<file path="config.mk">
export PLATFORM = sky130hd
export DESIGN_NAME = opl_bus_capture_flat
export DESIGN_NICKNAME = d
export VERILOG_FILES = /design/src/rtl/opl_bus_capture_if.sv /design/src/rtl/opl_bus_capture.sv /design/src/flat_wrapper.sv
export SDC_FILE = /design/constraint.sdc
export NUM_CORES = 1
export LEC_CHECK = 0
export ABC_CLOCK_PERIOD_IN_PS = 24700
export BUFFER_PORTS_ARGS = -buffer_cell sky130_fd_sc_hd__buf_2
export CAP_MARGIN = 10
export CORE_MARGIN = 2
export CORE_UTILIZATION = 50
export CTS_BUF_LIST = sky130_fd_sc_hd__clkbuf_4
export CTS_CLUSTER_DIAMETER = 200
export DETAILED_ROUTE_END_ITERATION = 8
export GPL_ROUTABILITY_DRIVEN = 1
export PLACE_DENSITY = 0.66
export SLEW_MARGIN = 10
export SYNTH_ARGS = -nofsm -noshare
export SYNTH_HDL_FRONTEND = slang
export SYNTH_SLANG_ARGS = --single-unit
</file>
<file path="constraint.sdc">
create_clock -name clk_i -period 24.7 [get_ports clk_i]
set_input_delay 2.47 -clock clk_i [delete_from_list [all_inputs] [get_ports clk_i]]
set_output_delay 2.47 -clock clk_i [all_outputs]
set_load 0.01 [all_outputs]
</file>
<file path="src/rtl/opl_bus_capture_if.sv">
// Host strobe bus and register-file write port of opl_bus_capture.
// The slave modport is the capture block; the master modport is the host/register-file side.
interface opl_bus_capture_if #(
    parameter int unsigned DATA_WIDTH = 8,
    parameter int unsigned ADDR_WIDTH = 8,
    parameter int unsigned BANK_BITS  = 1,
    parameter int unsigned FIFO_DEPTH = 16
);
    logic                              bus_strobe_i;
    logic [BANK_BITS:0]                bus_a_i;
    logic [DATA_WIDTH-1:0]             bus_d_i;
    logic                              reg_valid_o;
    logic                              reg_ready_i;
    logic [BANK_BITS+ADDR_WIDTH-1:0]   reg_addr_o;
    logic [DATA_WIDTH-1:0]             reg_data_o;
    logic [$clog2(FIFO_DEPTH):0]       fifo_level_o;
    logic                              overflow_o;
    logic                              clear_ovf_i;

    modport slave (
        input  bus_strobe_i, bus_a_i, bus_d_i, reg_ready_i, clear_ovf_i,
        output reg_valid_o, reg_addr_o, reg_data_o, fifo_level_o, overflow_o
    );

    modport master (
        output bus_strobe_i, bus_a_i, bus_d_i, reg_ready_i, clear_ovf_i,
        input  reg_valid_o, reg_addr_o, reg_data_o, fifo_level_o, overflow_o
    );
endinterface

</file>
<file path="src/rtl/opl_bus_capture.sv">
// Captures OPL3-style host writes from an asynchronous strobe bus, decodes address/data
// phases per bank and queues completed register writes in a FIFO with overflow status.
module opl_bus_capture #(
    parameter int unsigned DATA_WIDTH  = 8,
    parameter int unsigned ADDR_WIDTH  = 8,
    parameter int unsigned BANK_BITS   = 1,
    parameter int unsigned FIFO_DEPTH  = 16,
    parameter int unsigned SYNC_STAGES = 2
) (
    input logic              clk_i,
    input logic              rst_i,
    opl_bus_capture_if.slave bus
);
    localparam int unsigned NumBanks = 1 << BANK_BITS;
    localparam int unsigned PtrW     = $clog2(FIFO_DEPTH);
    localparam int unsigned LvlW     = PtrW + 1;
    localparam int unsigned EntW     = BANK_BITS + ADDR_WIDTH + DATA_WIDTH;
    localparam int unsigned FillMax  = SYNC_STAGES + 1;
    localparam int unsigned FillW    = $clog2(FillMax + 1);

    logic                  r_strobe_sync [SYNC_STAGES];
    logic [BANK_BITS:0]    r_a_sync      [SYNC_STAGES];
    logic [DATA_WIDTH-1:0] r_d_sync      [SYNC_STAGES];

    always_ff @(posedge clk_i or posedge rst_i) begin
        if (rst_i) begin
            for (int i = 0; i < int'(SYNC_STAGES); i++) begin
                r_strobe_sync[i] <= 1'b0;
                r_a_sync[i]      <= '0;
                r_d_sync[i]      <= '0;
            end
        end else begin
            r_strobe_sync[0] <= bus.bus_strobe_i;
            r_a_sync[0]      <= bus.bus_a_i;
            r_d_sync[0]      <= bus.bus_d_i;
            for (int i = 1; i < int'(SYNC_STAGES); i++) begin
                r_strobe_sync[i] <= r_strobe_sync[i-1];
                r_a_sync[i]      <= r_a_sync[i-1];
                r_d_sync[i]      <= r_d_sync[i-1];
            end
        end
    end

    // Edge detection stays disarmed until the synchroniser and delay flop hold real pin
    // samples, so a strobe already high at reset release is not taken as an edge.
    logic [FillW-1:0]      r_fill;
    logic                  r_strobe_dly;
    logic                  r_ev;
    logic [BANK_BITS:0]    r_ev_a;
    logic [DATA_WIDTH-1:0] r_ev_d;
    logic                  w_sync_strobe;
    logic                  w_filled;
    logic                  w_edge;

    assign w_sync_strobe = r_strobe_sync[SYNC_STAGES-1];
    assign w_filled      = (r_fill == FillW'(FillMax));
    assign w_edge        = w_filled & w_sync_strobe & ~r_strobe_dly;

    always_ff @(posedge clk_i or posedge rst_i) begin
        if (rst_i) begin
            r_fill       <= '0;
            r_strobe_dly <= 1'b0;
            r_ev         <= 1'b0;
            r_ev_a       <= '0;
            r_ev_d       <= '0;
        end else begin
            if (!w_filled) r_fill <= r_fill + FillW'(1);
            r_strobe_dly <= w_sync_strobe;
            r_ev         <= w_edge;
            r_ev_a       <= r_a_sync[SYNC_STAGES-1];
            r_ev_d       <= r_d_sync[SYNC_STAGES-1];
        end
    end

    logic [BANK_BITS-1:0]  w_bank;
    logic                  w_is_data;
    logic [ADDR_WIDTH-1:0] r_addr_latch [NumBanks];

    assign w_bank    = r_ev_a[BANK_BITS:1];
    assign w_is_data = r_ev_a[0];

    always_ff @(posedge clk_i or posedge rst_i) begin
        if (rst_i) begin
            for (int i = 0; i < int'(NumBanks); i++) r_addr_latch[i] <= '0;
        end else if (r_ev && !w_is_data) begin
            r_addr_latch[w_bank] <= r_ev_d[ADDR_WIDTH-1:0];
        end
    end

    logic [EntW-1:0] r_mem [FIFO_DEPTH];
    logic [PtrW-1:0] r_wr_ptr;
    logic [PtrW-1:0] r_rd_ptr;
    logic [LvlW-1:0] r_level;
    logic            r_overflow;
    logic            w_push;
    logic            w_pop;
    logic            w_full;
    logic            w_accept;
    logic            w_drop;
    logic [EntW-1:0] w_entry;

    assign w_push   = r_ev & w_is_data;
    assign w_pop    = bus.reg_valid_o & bus.reg_ready_i;
    assign w_full   = (r_level == LvlW'(FIFO_DEPTH));
    // A pop in the same cycle frees the slot, so a full FIFO still takes the push.
    assign w_accept = w_push & (~w_full | w_pop);
    assign w_drop   = w_push & w_full & ~w_pop;
    assign w_entry  = {w_bank, r_addr_latch[w_bank], r_ev_d};

    always_ff @(posedge clk_i or posedge rst_i) begin
        if (rst_i) begin
            for (int i = 0; i < int'(FIFO_DEPTH); i++) r_mem[i] <= '0;
            r_wr_ptr   <= '0;
            r_rd_ptr   <= '0;
            r_level    <= '0;
            r_overflow <= 1'b0;
        end else begin
            if (w_accept) begin
                r_mem[r_wr_ptr] <= w_entry;
                r_wr_ptr        <= r_wr_ptr + PtrW'(1);
            end
            if (w_pop) r_rd_ptr <= r_rd_ptr + PtrW'(1);
            if (w_accept && !w_pop)      r_level <= r_level + LvlW'(1);
            else if (!w_accept && w_pop) r_level <= r_level - LvlW'(1);
            if (w_drop)                  r_overflow <= 1'b1;
            else if (bus.clear_ovf_i)    r_overflow <= 1'b0;
        end
    end

    assign bus.reg_valid_o              = (r_level != '0);
    assign {bus.reg_addr_o, bus.reg_data_o} = r_mem[r_rd_ptr];
    assign bus.fifo_level_o             = r_level;
    assign bus.overflow_o               = r_overflow;
endmodule

</file>
<file path="src/flat_wrapper.sv">
// flat-port wrapper written by rule: the top's interface ports become plain ports
module opl_bus_capture_flat 
#(
    parameter int unsigned DATA_WIDTH  = 8,
    parameter int unsigned ADDR_WIDTH  = 8,
    parameter int unsigned BANK_BITS   = 1,
    parameter int unsigned FIFO_DEPTH  = 16,
    parameter int unsigned SYNC_STAGES = 2
)
  (clk_i, rst_i, bus_bus_strobe_i, bus_bus_a_i, bus_bus_d_i, bus_reg_ready_i, bus_clear_ovf_i, bus_reg_valid_o, bus_reg_addr_o, bus_reg_data_o, bus_fifo_level_o, bus_overflow_o);
  opl_bus_capture_if #(.DATA_WIDTH(DATA_WIDTH), .ADDR_WIDTH(ADDR_WIDTH), .BANK_BITS(BANK_BITS), .FIFO_DEPTH(FIFO_DEPTH)) bus_i ();
  input logic clk_i;
  input logic rst_i;
  input wire logic [$bits(bus_i.bus_strobe_i)-1:0] bus_bus_strobe_i;
  input wire logic [$bits(bus_i.bus_a_i)-1:0] bus_bus_a_i;
  input wire logic [$bits(bus_i.bus_d_i)-1:0] bus_bus_d_i;
  input wire logic [$bits(bus_i.reg_ready_i)-1:0] bus_reg_ready_i;
  input wire logic [$bits(bus_i.clear_ovf_i)-1:0] bus_clear_ovf_i;
  output wire logic [$bits(bus_i.reg_valid_o)-1:0] bus_reg_valid_o;
  output wire logic [$bits(bus_i.reg_addr_o)-1:0] bus_reg_addr_o;
  output wire logic [$bits(bus_i.reg_data_o)-1:0] bus_reg_data_o;
  output wire logic [$bits(bus_i.fifo_level_o)-1:0] bus_fifo_level_o;
  output wire logic [$bits(bus_i.overflow_o)-1:0] bus_overflow_o;
  assign bus_i.bus_strobe_i = bus_bus_strobe_i;
  assign bus_i.bus_a_i = bus_bus_a_i;
  assign bus_i.bus_d_i = bus_bus_d_i;
  assign bus_i.reg_ready_i = bus_reg_ready_i;
  assign bus_i.clear_ovf_i = bus_clear_ovf_i;
  assign bus_reg_valid_o = bus_i.reg_valid_o;
  assign bus_reg_addr_o = bus_i.reg_addr_o;
  assign bus_reg_data_o = bus_i.reg_data_o;
  assign bus_fifo_level_o = bus_i.fifo_level_o;
  assign bus_overflow_o = bus_i.overflow_o;
  opl_bus_capture #(.DATA_WIDTH(DATA_WIDTH), .ADDR_WIDTH(ADDR_WIDTH), .BANK_BITS(BANK_BITS), .FIFO_DEPTH(FIFO_DEPTH), .SYNC_STAGES(SYNC_STAGES)) u_core (.clk_i(clk_i), .rst_i(rst_i), .bus(bus_i));
endmodule
</file>
==> flow_summary_export.csv, run 1 <==
group,metric,value,unit
global_route,grt_overflow,0,
final_layout,nNetsFinal,1170,
sta,rsz0062_at_grt,"no",
synth,yosys_warnings,0,
worst_setup_path,arrival,3.51,ns
power,switching_power,0.6354,mW
global_route,grt_use_total,23.06,%
status,outcome,"completed",
placement,place_congestion,0.7376,
clocking,clockBufferDepth,3,
clocking,clock_sinks,338,
clocking,hold_buffers,0,
worst_setup_path,crit_chain,"buf_4 -> mux4_2 -> a22oi_1 -> nand2_1 -> buf_2",
floorplanning,rows,62,
global_route,grtUsageMet2,36.14,%
placement,place_inst,1436,
synth,synth-main-ff-cell,"dfrtp_1",
worst_setup_path,crit_type,"flip-flop to output pin",
sta,finClkSkew,0.04761,ns
worst_setup_path,slowest_delay,0.80,ns
clocking,clkTransAtPathRegs,0.07,ns
placement,dpl.hpwl,18.81,mm
global_route,grt_pass1_wl,53.88,mm
power,p_comb_share,30.8,%
routing,routedWlPerCell,21.10,um
floorplanning,fp.coreArea,28780,um^2
min_path,hp-start,"u_core.r_d_sync[7]$_DFF_PP0_",
sta,fmax,0.1672,GHz
global_route,grt_use_met1,32.57,%
worst_setup_path,start_kind,"flip-flop",
clocking,cts_root_buf,"clkbuf_4",
min_path,hp-class,"flip-flop to flip-flop",
sta,worstMarginPinSlew,1.187,ns
floorplanning,pin_count,39,
power,p_leak,6.961,nW
worst_setup_path,critPathCaptureType,"output pin",
floorplanning,die_area,30660,um^2
global_route,grt_max_degree,122,
power,seqPwrFrac,44.2,%
sta,fin_crit_sh,24.21,%
clocking,cts_setup_buffers,0,
clocking,cts-buffers-inserted,89,
sta,slew_violations,0,
power,pwr-share-clk,24.9,%
worst_setup_path,cp_top_family,"buffers and inverters",
synth,ys_seq_area_share,57.78,%
floorplanning,dieHeight,175.1,um
worst_setup_path,r2r-start,"u_core.bus.fifo_level_o[4]$_DFFE_PP0P_",
final_layout,stdcell_area,16310,um^2
final_layout,finalNonFillerCells,1592,
power,p_sw_share,33.40,%
placement,placed_cell_area,15210,um^2
clocking,htreeDepth,3,
worst_setup_path,path_max_fanout,43,
synth,syn_inst,1064,
routing,ant_nets,0,
routing,drc,0,
final_layout,fillers,2387,
worst_setup_path,cp_slowest_cell,"dfrtp_4",
global_route,grt.busiest_layer,"met2",
routing,drt_pass1_iterations,4,
synth,syn_nets,1091,
power,worst_ir_drop_vdd,58.38,uV
clocking,cts_tree,"yes",
synth,async_reset_ff_share,100.0,%
sta,setup_viol,0,
global_route,antenna_found_initial,1,
routing,num_vias,9001,
placement,io_buffers,38,
sta,hold_viol,0,
routing,viasPerCell,5.654,
power,p_int,1.267,mW
global_route,grt_pass1_vias,9500,
clocking,ctsResizeCount,0,
clocking,clock_latency,0.72,ns
synth,synth_area,14640,um^2
sta,slew-limit-headroom,20.89,%
power,powerDensity,116.6,nW/um^2
floorplanning,die_w,175.1,um
synth,synth_edf_count,0,
floorplanning,initial_core_util,50.86,%
global_route,met3_usage,4.526,%
worst_setup_path,cp_num_buf_inv,2,
synth,synth_area_per_cell,13.76,um^2
final_layout,syn_to_final_growth,11.45,%
routing,totalWireLength,33.59,mm
sta,setup_tns,0,ns
sta,fin_crit,5.980,ns
synth,ys_types,39,
worst_setup_path,crit_start,"u_core.r_rd_ptr[0]$_DFFE_PP0P_",
synth,synth-seq-cells,338,
job,maxCapViolations,0,
worst_setup_path,required,22.23,ns
routing,drt_iter0_drc,646,
final_layout,drive_above_1_share,38.06,%
==> metrics by stage <==
step	utilization, %	hold WS (ns)	setup WS, ns	total power, mW
5_1_grt	56.68	0.3455	18.46	2.025
2_1_floorplan	-	0.3312	12.86	1.267
6_report	56.68	0.3380	18.72	1.902
3_5_place_dp	52.83	0.3347	19.31	1.443
3_3_place_gp	52.83	0.3327	19.39	1.421
4_1_cts	56.66	0.3420	18.60	1.923
==> cell usage in the layout, fill, tap and decap left out, types with 3 or more instances in the layout <==
cell and instances:
nor2_1 131, a21oi_1 131, ha_1 11, xnor2_1 6, inv_1 8, buf_4 34, o21ai_0 5, clkinvlp_4 3
nand3_1 8, clkbuf_4 128, nor2b_1 3, a2111oi_4 5, mux2_2 162, dfrtp_1 336, mux4_2 68, xor2_1 4
nand2b_1 3, a211oi_4 11, a22oi_1 34, buf_2 38, nand2_1 26, clkinv_1 19, mux2i_1 8
==> per-layer routing <==
metal,part of all wire [%],vias up
met5,0,-
met4,2.1,0
met3,4.7,62
met2,48,215
met1,45,4669
li1,-,4055
==> flip-flops by register name, summed over array words and instances (netlist names) <==
register and cells:
u_core.r_fill 2, u_core.r_d_sync 16, u_core.bus.fifo_level_o 5, u_core.r_wr_ptr 4, u_core.r_rd_ptr 4, u_core.bus.overflow_o 1, u_core.r_ev 1, u_core.r_addr_latch 16
u_core.r_a_sync 4, u_core.r_mem 272, u_core.r_strobe_dly 1, u_core.w_sync_strobe 1, u_core.r_ev_a 2, u_core.r_strobe_sync 1, u_core.r_ev_d 8
==> worst register-to-register path: cells and delay by family, from the launching register on <==
kind	cells	cell delay, ns
buffers and inverters	1	0.17
DFF	1	0.45
and+or+nand+nor	2	1.04
AOI/OAI and AO/OA	4	0.87
adders and majority gates	2	0.62
==> synthesized netlist by cell type (2+ instances only) <==
master | number | area share (%)
o2111ai_1 | 2 | 0.12
buf_4 | 11 | 0.56
xor2_1 | 4 | 0.24
ha_1 | 11 | 0.94
or3_1 | 2 | 0.085
nand3_1 | 8 | 0.27
buf_1 | 16 | 0.41
nand2b_1 | 3 | 0.13
clkbuf_1 | 22 | 0.56
dfrtp_1 | 338 | 58
nor2_1 | 131 | 3.4
nor2b_1 | 4 | 0.17
xnor2_1 | 6 | 0.36
a21oi_1 | 131 | 4.5
o21ai_0 | 5 | 0.17
a2111oi_4 | 5 | 0.94
mux2i_1 | 8 | 0.55
mux4_2 | 68 | 10
nand2_1 | 26 | 0.67
buf_2 | 29 | 0.99
a22oi_1 | 34 | 1.7
a211oi_4 | 5 | 0.68
inv_1 | 9 | 0.23
buf_6 | 5 | 0.38
a211oi_2 | 6 | 0.51
mux2_2 | 162 | 12
==> power groups by stage <==
stage               Clock (mW)  Sequential [mW]  Combinational, mW
floorplan                    0            0.795              0.472
global placement             0            0.844              0.577
detailed placement           0            0.851              0.592
CTS                      0.489            0.842              0.593
global route             0.517            0.865              0.643
finish                   0.474            0.842              0.586
==> worst paths after layout <==
| kind | end | slack [ns] | cells after the start |
|---|---|---|---|
| worst max-delay path | bus_reg_addr_o[7] | 18.72 | 5 |
| worst min-delay path | u_core.r_ev_d[7]$_DFF_PP0_ | 0.34 | 0 |
| worst max register to register | u_core.bus.fifo_level_o[4]$_DFFE_PP0P_ | 21.41 | 9 |
| worst min register to register | u_core.r_ev_d[7]$_DFF_PP0_ | 0.34 | 0 |
| max in group asynchronous | u_core.r_addr_latch[5]$_DFFE_PP0P_ | 21.17 | 3 |
| min in group asynchronous | u_core.r_ev_a[1]$_DFF_PP0_ | 1.95 | 2 |
==> area by class of cell <==
| class | instances | area (um^2) | area share, % |
|---|---|---|---|
| Timing Repair Buffer | 72 | 445.4 | 2.730 |
| Antenna cell | 2 | 5.005 | 0.03068 |
| Clock buffer | 128 | 960.9 | 5.890 |
| Inverter | 9 | 41.29 | 0.2531 |
| Sequential cell | 338 | 8466 | 51.89 |
| Tap cell | 384 | 480.5 | 2.945 |
| Multi-Input combinational cell | 633 | 5773 | 35.39 |
| Clock inverter | 26 | 141.4 | 0.8667 |
==> logic make-up after synthesis <==
| group | share of synthesized area [%] |
|---|---|
| compound gates | 8.838 |
| xor+xnor | 0.5983 |
| fa+ha+maj | 1.077 |
| buf+inv | 3.180 |
| flops | 57.78 |
| mux | 23.47 |
| simple gates | 5.052 |
Power figures use the tool's default switching activity.
==> inputs of run 2 (changes only) <==
ABC_AREA = 1   (was default)
ABC_CLOCK_PERIOD_IN_PS = 5600   (was 24700)
clock period = 5.6 ns   (was 24.7 ns; I/O delays follow)
==> flow_summary_export.csv, run 2 <==
group,metric,value,unit
clocking,cts_tree,"yes",
synth,ys_types,28,
placement,post-place-ws,2.371,ns
clocking,clockBufferDepth,3,
sta,fin_crit,4.161,ns
worst_setup_path,critPathCaptureType,"output pin",
worst_setup_path,worst-r2r-setup-slack,2.73,ns
floorplanning,dieHeight,190.7,um
synth,synthTopCellsByCount,"nand2_1, dfrtp_1, nand4_1",
worst_setup_path,start_kind,"flip-flop",
min_path,hp-class,"flip-flop to flip-flop",
final_layout,drive_above_1_share,10.74,%
worst_setup_path,cp_slowest_cell,"buf_4",
floorplanning,initial_core_util,50.60,%
status,outcome,"completed",
global_route,antenna_found_initial,3,
floorplanning,fp.coreArea,34460,um^2
routing,totalWireLength,51.34,mm
final_layout,largest_reg_flops,272,
clocking,cts_root_buf,"clkbuf_4",
worst_setup_path,crit_type,"flip-flop to output pin",
synth,syn_nets,2324,
final_layout,stdcell_area,18930,um^2
final_layout,layout_common_cells,"nand2_1, dfrtp_1, nand4_1",
final_layout,layout_commonest_cell,"nand2_1",
global_route,grt_pass1_wl,83.26,mm
sta,rsz0062_at_grt,"no",
worst_setup_path,crit_top_cell,"nand3_1",
clocking,htreeDepth,3,
worst_setup_path,slowest_delay,0.70,ns
synth,async_reset_ff_share,100.0,%
worst_setup_path,required,5.04,ns
global_route,grt_use_total,29.11,%
floorplanning,rows,68,
worst_setup_path,cp_top_family,"buffers and inverters",
clocking,clock_latency,0.84,ns
worst_setup_path,cp_num_buf_inv,3,
power,p_int,5.214,mW
sta,hold_viol,0,
sta,slew-limit-headroom,22.57,%
placement,placed_cell_area,17590,um^2
sta,finClkSkew,0.04723,ns
clocking,clock_sinks,338,
routing,drc,0,
sta,fin_crit_sh,74.31,%
floorplanning,die_area,36380,um^2
power,switching_power,3.898,mW
synth,synth_edf_count,0,
sta,setup_tns,0,ns
global_route,grt_pass1_vias,15390,
routing,num_vias,15860,
sta,hold_slack,0.3380,ns
worst_setup_path,crit_chain,"buf_4 -> buf_4 -> nand2_1 -> nand3_1 -> nand3_1 -> nand3_1 -> nand2_1 -> buf_2",
floorplanning,pin_count,39,
global_route,grt_max_degree,158,
synth,synth-seq-cells,338,
routing,drt_pass1_iterations,6,
synth,yosysTopAreaCellShare,48.51,%
sta,worst_slack,1.439,ns
power,powerDensity,481.2,nW/um^2
final_layout,syn_to_final_growth,8.589,%
power,seqPwrFrac,37.0,%
synth,synth-main-ff-cell,"dfrtp_1",
final_layout,nNetsFinal,2318,
routing,viasPerCell,5.634,
routing,ant_nets,0,
synth,synthMostInstantiatedCell,"nand2_1",
power,p_comb_share,38.0,%
sta,worstMarginPinSlew,1.161,ns
routing,routedWlPerCell,18.24,um
synth,synth_area_per_cell,7.591,um^2
clocking,clkTransAtPathRegs,0.06,ns
synth,synth_area_leader_cell,"dfrtp_1",
synth,ys_seq_area_share,48.51,%
synth,syn_inst,2297,
sta,setup_viol,0,
synth,synth_area,17440,um^2
worst_setup_path,path_max_fanout,62,
clocking,cts-buffers-inserted,94,
power,p_sw_share,42.78,%
final_layout,top_register,"u_core.r_mem",
placement,place_congestion,0.8554,
sta,slew_violations,0,
floorplanning,die_w,190.7,um
worst_setup_path,arrival,3.60,ns
power,worst_ir_drop_vdd,226.9,uV
power,p_leak,10.06,nW
synth,yosys_warnings,0,
clocking,cts_setup_buffers,0,
placement,dpl.hpwl,28.88,mm
global_route,grt_overflow,0,
job,maxCapViolations,0,
final_layout,reg_top3,"u_core.r_mem (272), u_core.r_addr_latch (16), u_core.r_d_sync (16)",
synth,synth_area_leaders,"dfrtp_1, nand2_1, nand4_1",
sta,fmax,0.2403,GHz
power,pwr-share-clk,25.0,%
placement,io_buffers,38,
routing,drt_iter0_drc,1536,
final_layout,fillers,3312,
-- run 2: cell types whose count changed in the layout (fill, tap and decap cells not counted), sizes merged, moves of 108 or more --
| cell | delta |
|---|---|
| nor2 | -108 |
| inv | +222 |
| a21oi | -127 |
| nand4 | +274 |
| mux2 | -161 |
| nand3 | +220 |
| nand2 | +943 |
-- run 2: what timing repair did --
action / CTS / global route
hold endpoints to repair: 37 / 0
hold buffers: 14 / 0
resized for setup: 0 / 0
-- run 2: area by class of cell --
type / instances / area [um^2] / share of cell area (%)
flip-flops and latches: 338 / 8463 / 44.70
multi-input cells: 1543 / 7228 / 38.17
clock buffers: 137 / 1028 / 5.432
inverters: 237 / 904.6 / 4.778
well taps: 455 / 569.3 / 3.007
repair buffers: 77 / 568.0 / 3.000
clock inverters: 24 / 162.7 / 0.8591
diodes: 4 / 10.01 / 0.05286
-- run 2: through the flow --
step	instances	utilization [%]	power [mW]
finish	2815	54.95	9.112
global route	2815	54.95	9.791
CTS	2811	54.92	9.132
detailed placement	2636	51.06	6.825
global placement	2636	51.06	6.755
floorplan	2297	-	5.725
-- run 2: power groups by stage --
stage	Clock (mW)	Sequential [mW]	Combinational [mW]
finish	2.28	3.37	3.46
floorplan	0	3.26	2.46
global placement	0	3.38	3.38
global route	2.48	3.43	3.87
CTS	2.33	3.36	3.44
detailed placement	0	3.40	3.43
-- run 2: worst paths after layout --
check                                               startpoint                       endpoint  cells after the start
worst max-delay path            u_core.r_rd_ptr[0]$_DFFE_PP0P_              bus_reg_data_o[1]                      8
min in group asynchronous                                rst_i   u_core.r_mem[10]$_DFFE_PP0P_                      3
worst min-delay path              u_core.r_a_sync[1]$_DFF_PP0_     u_core.r_ev_a[1]$_DFF_PP0_                      0
worst min register to register    u_core.r_a_sync[1]$_DFF_PP0_     u_core.r_ev_a[1]$_DFF_PP0_                      0
max in group asynchronous                                rst_i  u_core.r_mem[244]$_DFFE_PP0P_                      4
worst max register to register      u_core.r_ev_a[1]$_DFF_PP0_   u_core.r_mem[29]$_DFFE_PP0P_                      5
-- run 2: cell families (layout without fill, tap and decap cells) --
kind of cell,after synthesis,count (layout),share of synthesized area [%]
other cells,0,4,0
fa+ha+maj,12,12,0.9041
buf+inv,416,475,10.04
simple gates,1495,1495,39.26
mux,1,1,0.06458
compound gates,25,25,0.7248
flops,338,338,48.51
xor+xnor,10,10,0.5023
-- run 2: metal layers --
| layer | routed length [um] | vias up | share of wire, % | GRT usage [%] |
|---|---|---|---|---|
| li1 | - | 7420 | - | - |
| met1 | 21860 | 7653 | 43 | 39.11 |
| met2 | 23690 | 657 | 46 | 45.57 |
| met3 | 4273 | 129 | 8.3 | 6.846 |
| met4 | 1509 | 2 | 2.9 | 11.48 |
| met5 | 11 | - | 0.021 | 0 |
==> inputs of run 3 (changes only) <==
ABC_CLOCK_PERIOD_IN_PS = 3850   (was 5600)
clock period = 3.85 ns   (was 5.6 ns; I/O delays follow)
==> flow_summary_export.csv, run 3 (synthesis results as in run 2) <==
group,metric,value,unit
status,outcome,"completed",
final_layout,layout_commonest_cell,"nand2_1",
placement,dpl.hpwl,29.83,mm
sta,setup_tns,0,ns
worst_setup_path,cp_top_family,"buffers and inverters",
routing,ant_nets,0,
global_route,grt_use_total,29.37,%
placement,place_inst,2644,
final_layout,fillers,3318,
worst_setup_path,cp_slowest_cell,"dfrtp_4",
final_layout,reg_top3,"u_core.r_mem (272), u_core.r_addr_latch (16), u_core.r_d_sync (16)",
clocking,cts_root_buf,"clkbuf_4",
floorplanning,rows,68,
sta,slew_violations,0,
clocking,ctsResizeCount,0,
global_route,grt_overflow,0,
floorplanning,pin_count,39,
power,p_comb_share,38.8,%
routing,routedWlPerCell,18.51,um
worst_setup_path,crit_type,"flip-flop to output pin",
worst_setup_path,start_kind,"flip-flop",
power,p_leak,10.08,nW
power,pwr-share-clk,23.9,%
worst_setup_path,crit_top_cell,"nand2_1",
worst_setup_path,cp_num_buf_inv,3,
final_layout,largest_reg_flops,272,
clocking,cts-buffers-inserted,92,
clocking,clockBufferDepth,3,
sta,setup_viol,0,
worst_setup_path,required,3.46,ns
routing,drt_iter0_drc,1598,
min_path,hp-start,"bus_bus_d_i[4]",
worst_setup_path,arrival,3.10,ns
sta,fmax,0.2866,GHz
clocking,clock_latency,0.81,ns
sta,fin_crit_sh,90.62,%
global_route,grt_pass1_wl,82.95,mm
sta,fin_crit,3.489,ns
final_layout,layout.area.seq,8463,um^2
floorplanning,initial_core_util,50.60,%
sta,rsz0062_at_grt,"no",
floorplanning,dieHeight,190.7,um
clocking,clkTransAtPathRegs,0.06,ns
worst_setup_path,crit_start,"u_core.r_rd_ptr[0]$_DFFE_PP0P_",
routing,drc,0,
final_layout,top_register,"u_core.r_mem",
sta,worstMarginPinSlew,1.139,ns
placement,place_congestion,0.8493,
routing,viasPerCell,5.640,
placement,io_buffers,38,
clocking,clock_sinks,338,
sta,slew-limit-headroom,24.06,%
final_layout,multi_input_area,7228,um^2
floorplanning,die_w,190.7,um
job,maxCapViolations,0,
power,worst_ir_drop_vdd,520.7,uV
worst_setup_path,path_max_fanout,40,
sta,hold_slack,0.2397,ns
power,powerDensity,693.3,nW/um^2
final_layout,finalNonFillerCells,2813,
global_route,antenna_found_initial,1,
power,p_sw_share,42.97,%
final_layout,nNetsFinal,2324,
routing,totalWireLength,52.06,mm
sta,finClkSkew,0.04717,ns
power,seqPwrFrac,37.4,%
power,p_int,7.508,mW
routing,num_vias,15860,
min_path,hp-class,"input port to flip-flop",
worst_setup_path,crit_chain,"inv_4 -> buf_4 -> nand2_1 -> nand2_1 -> nand2_1 -> nand3_1 -> nand3_1 -> nand2_1 -> buf_2",
final_layout,syn_to_final_growth,8.898,%
floorplanning,die_area,36380,um^2
worst_setup_path,r2r-start,"u_core.r_ev$_DFF_PP0_",
floorplanning,fp.coreArea,34460,um^2
power,switching_power,5.657,mW
worst_setup_path,slowest_delay,0.64,ns
routing,drt_pass1_iterations,6,
clocking,htreeDepth,3,
final_layout,drive_above_1_share,10.90,%
final_layout,layout_common_cells,"nand2_1, dfrtp_1, nand4_1",
global_route,grt_pass1_vias,15020,
global_route,grt_max_degree,128,
clocking,cts_tree,"yes",
sta,hold_viol,0,
worst_setup_path,critPathCaptureType,"output pin",
## run 3: cell count changes in the layout (fill, tap and decap cells not counted)
cell,delta
clkbuf_4,-3
diode_2,-3
buf_4,+2
clkinv_4,-3
buf_12,+6
inv_2,+3
clkinvlp_4,+2
clkinv_2,-2
bufinv_16,-1
clkinv_1,-3
## run 3: final cells by class
type                       instances  area share [%]
antenna                            1         0.01318
clock buffer                     134           5.298
clock inverter                    20          0.5930
inverter                         237           4.758
multi-input combinational       1543           38.07
sequential                       338           44.57
tap                              455           2.998
timing repair buffer              85           3.703
## run 3: power by group through the flow
| stage | Clock, mW | Combinational (mW) | Sequential [mW] |
|---|---|---|---|
| 3_3_place_gp | 0 | 4.97 | 4.94 |
| 4_1_cts | 3.23 | 5.07 | 4.90 |
| 5_1_grt | 3.43 | 5.68 | 5.01 |
| 6_report | 3.14 | 5.11 | 4.92 |
| 3_5_place_dp | 0 | 5.04 | 4.96 |
| 2_1_floorplan | 0 | 3.58 | 4.75 |
## run 3: what timing repair did
action	4_1_cts	5_1_grt
setup buffers	0	0
endpoints found under the hold margin	48	0
hold buffers	14	0
## run 3: path summary, 6_finish.rpt
path / cells past startpoint / slack (ns) / to
setup / recovery: 9 / 0.36 / bus_reg_data_o[6]
hold / removal: 2 / 0.24 / u_core.r_d_sync[12]$_DFF_PP0_
setup reg to reg: 13 / 1.18 / u_core.bus.fifo_level_o[4]$_DFFE_PP0P_
hold reg to reg: 0 / 0.34 / u_core.r_ev_a[1]$_DFF_PP0_
max in group asynchronous: 4 / 2.46 / u_core.r_mem[24]$_DFFE_PP0P_
min in group asynchronous: 3 / 0.39 / u_core.r_mem[186]$_DFFE_PP0P_
## run 3: per-layer routing
metal  global-route usage (%)  part of all wire, %  routed length (um)
met1                    39.73                   42               21910
met2                    45.76                   46               23940
met3                    5.392                  8.1                4205
met4                    13.83                  3.9                2009
met5                        0                    0                   0
## run 3: metrics by stage
stage	total power, mW	setup WS, ns	area (um^2)	utilization (%)
6_report	13.17	0.3613	18990	55.11
5_1_grt	14.13	0.1099	18990	55.11
4_1_cts	13.20	0.3384	18990	55.10
3_5_place_dp	9.998	1.190	17730	51.45
3_3_place_gp	9.908	1.214	17730	51.45
2_1_floorplan	8.327	-1.054	17440	-
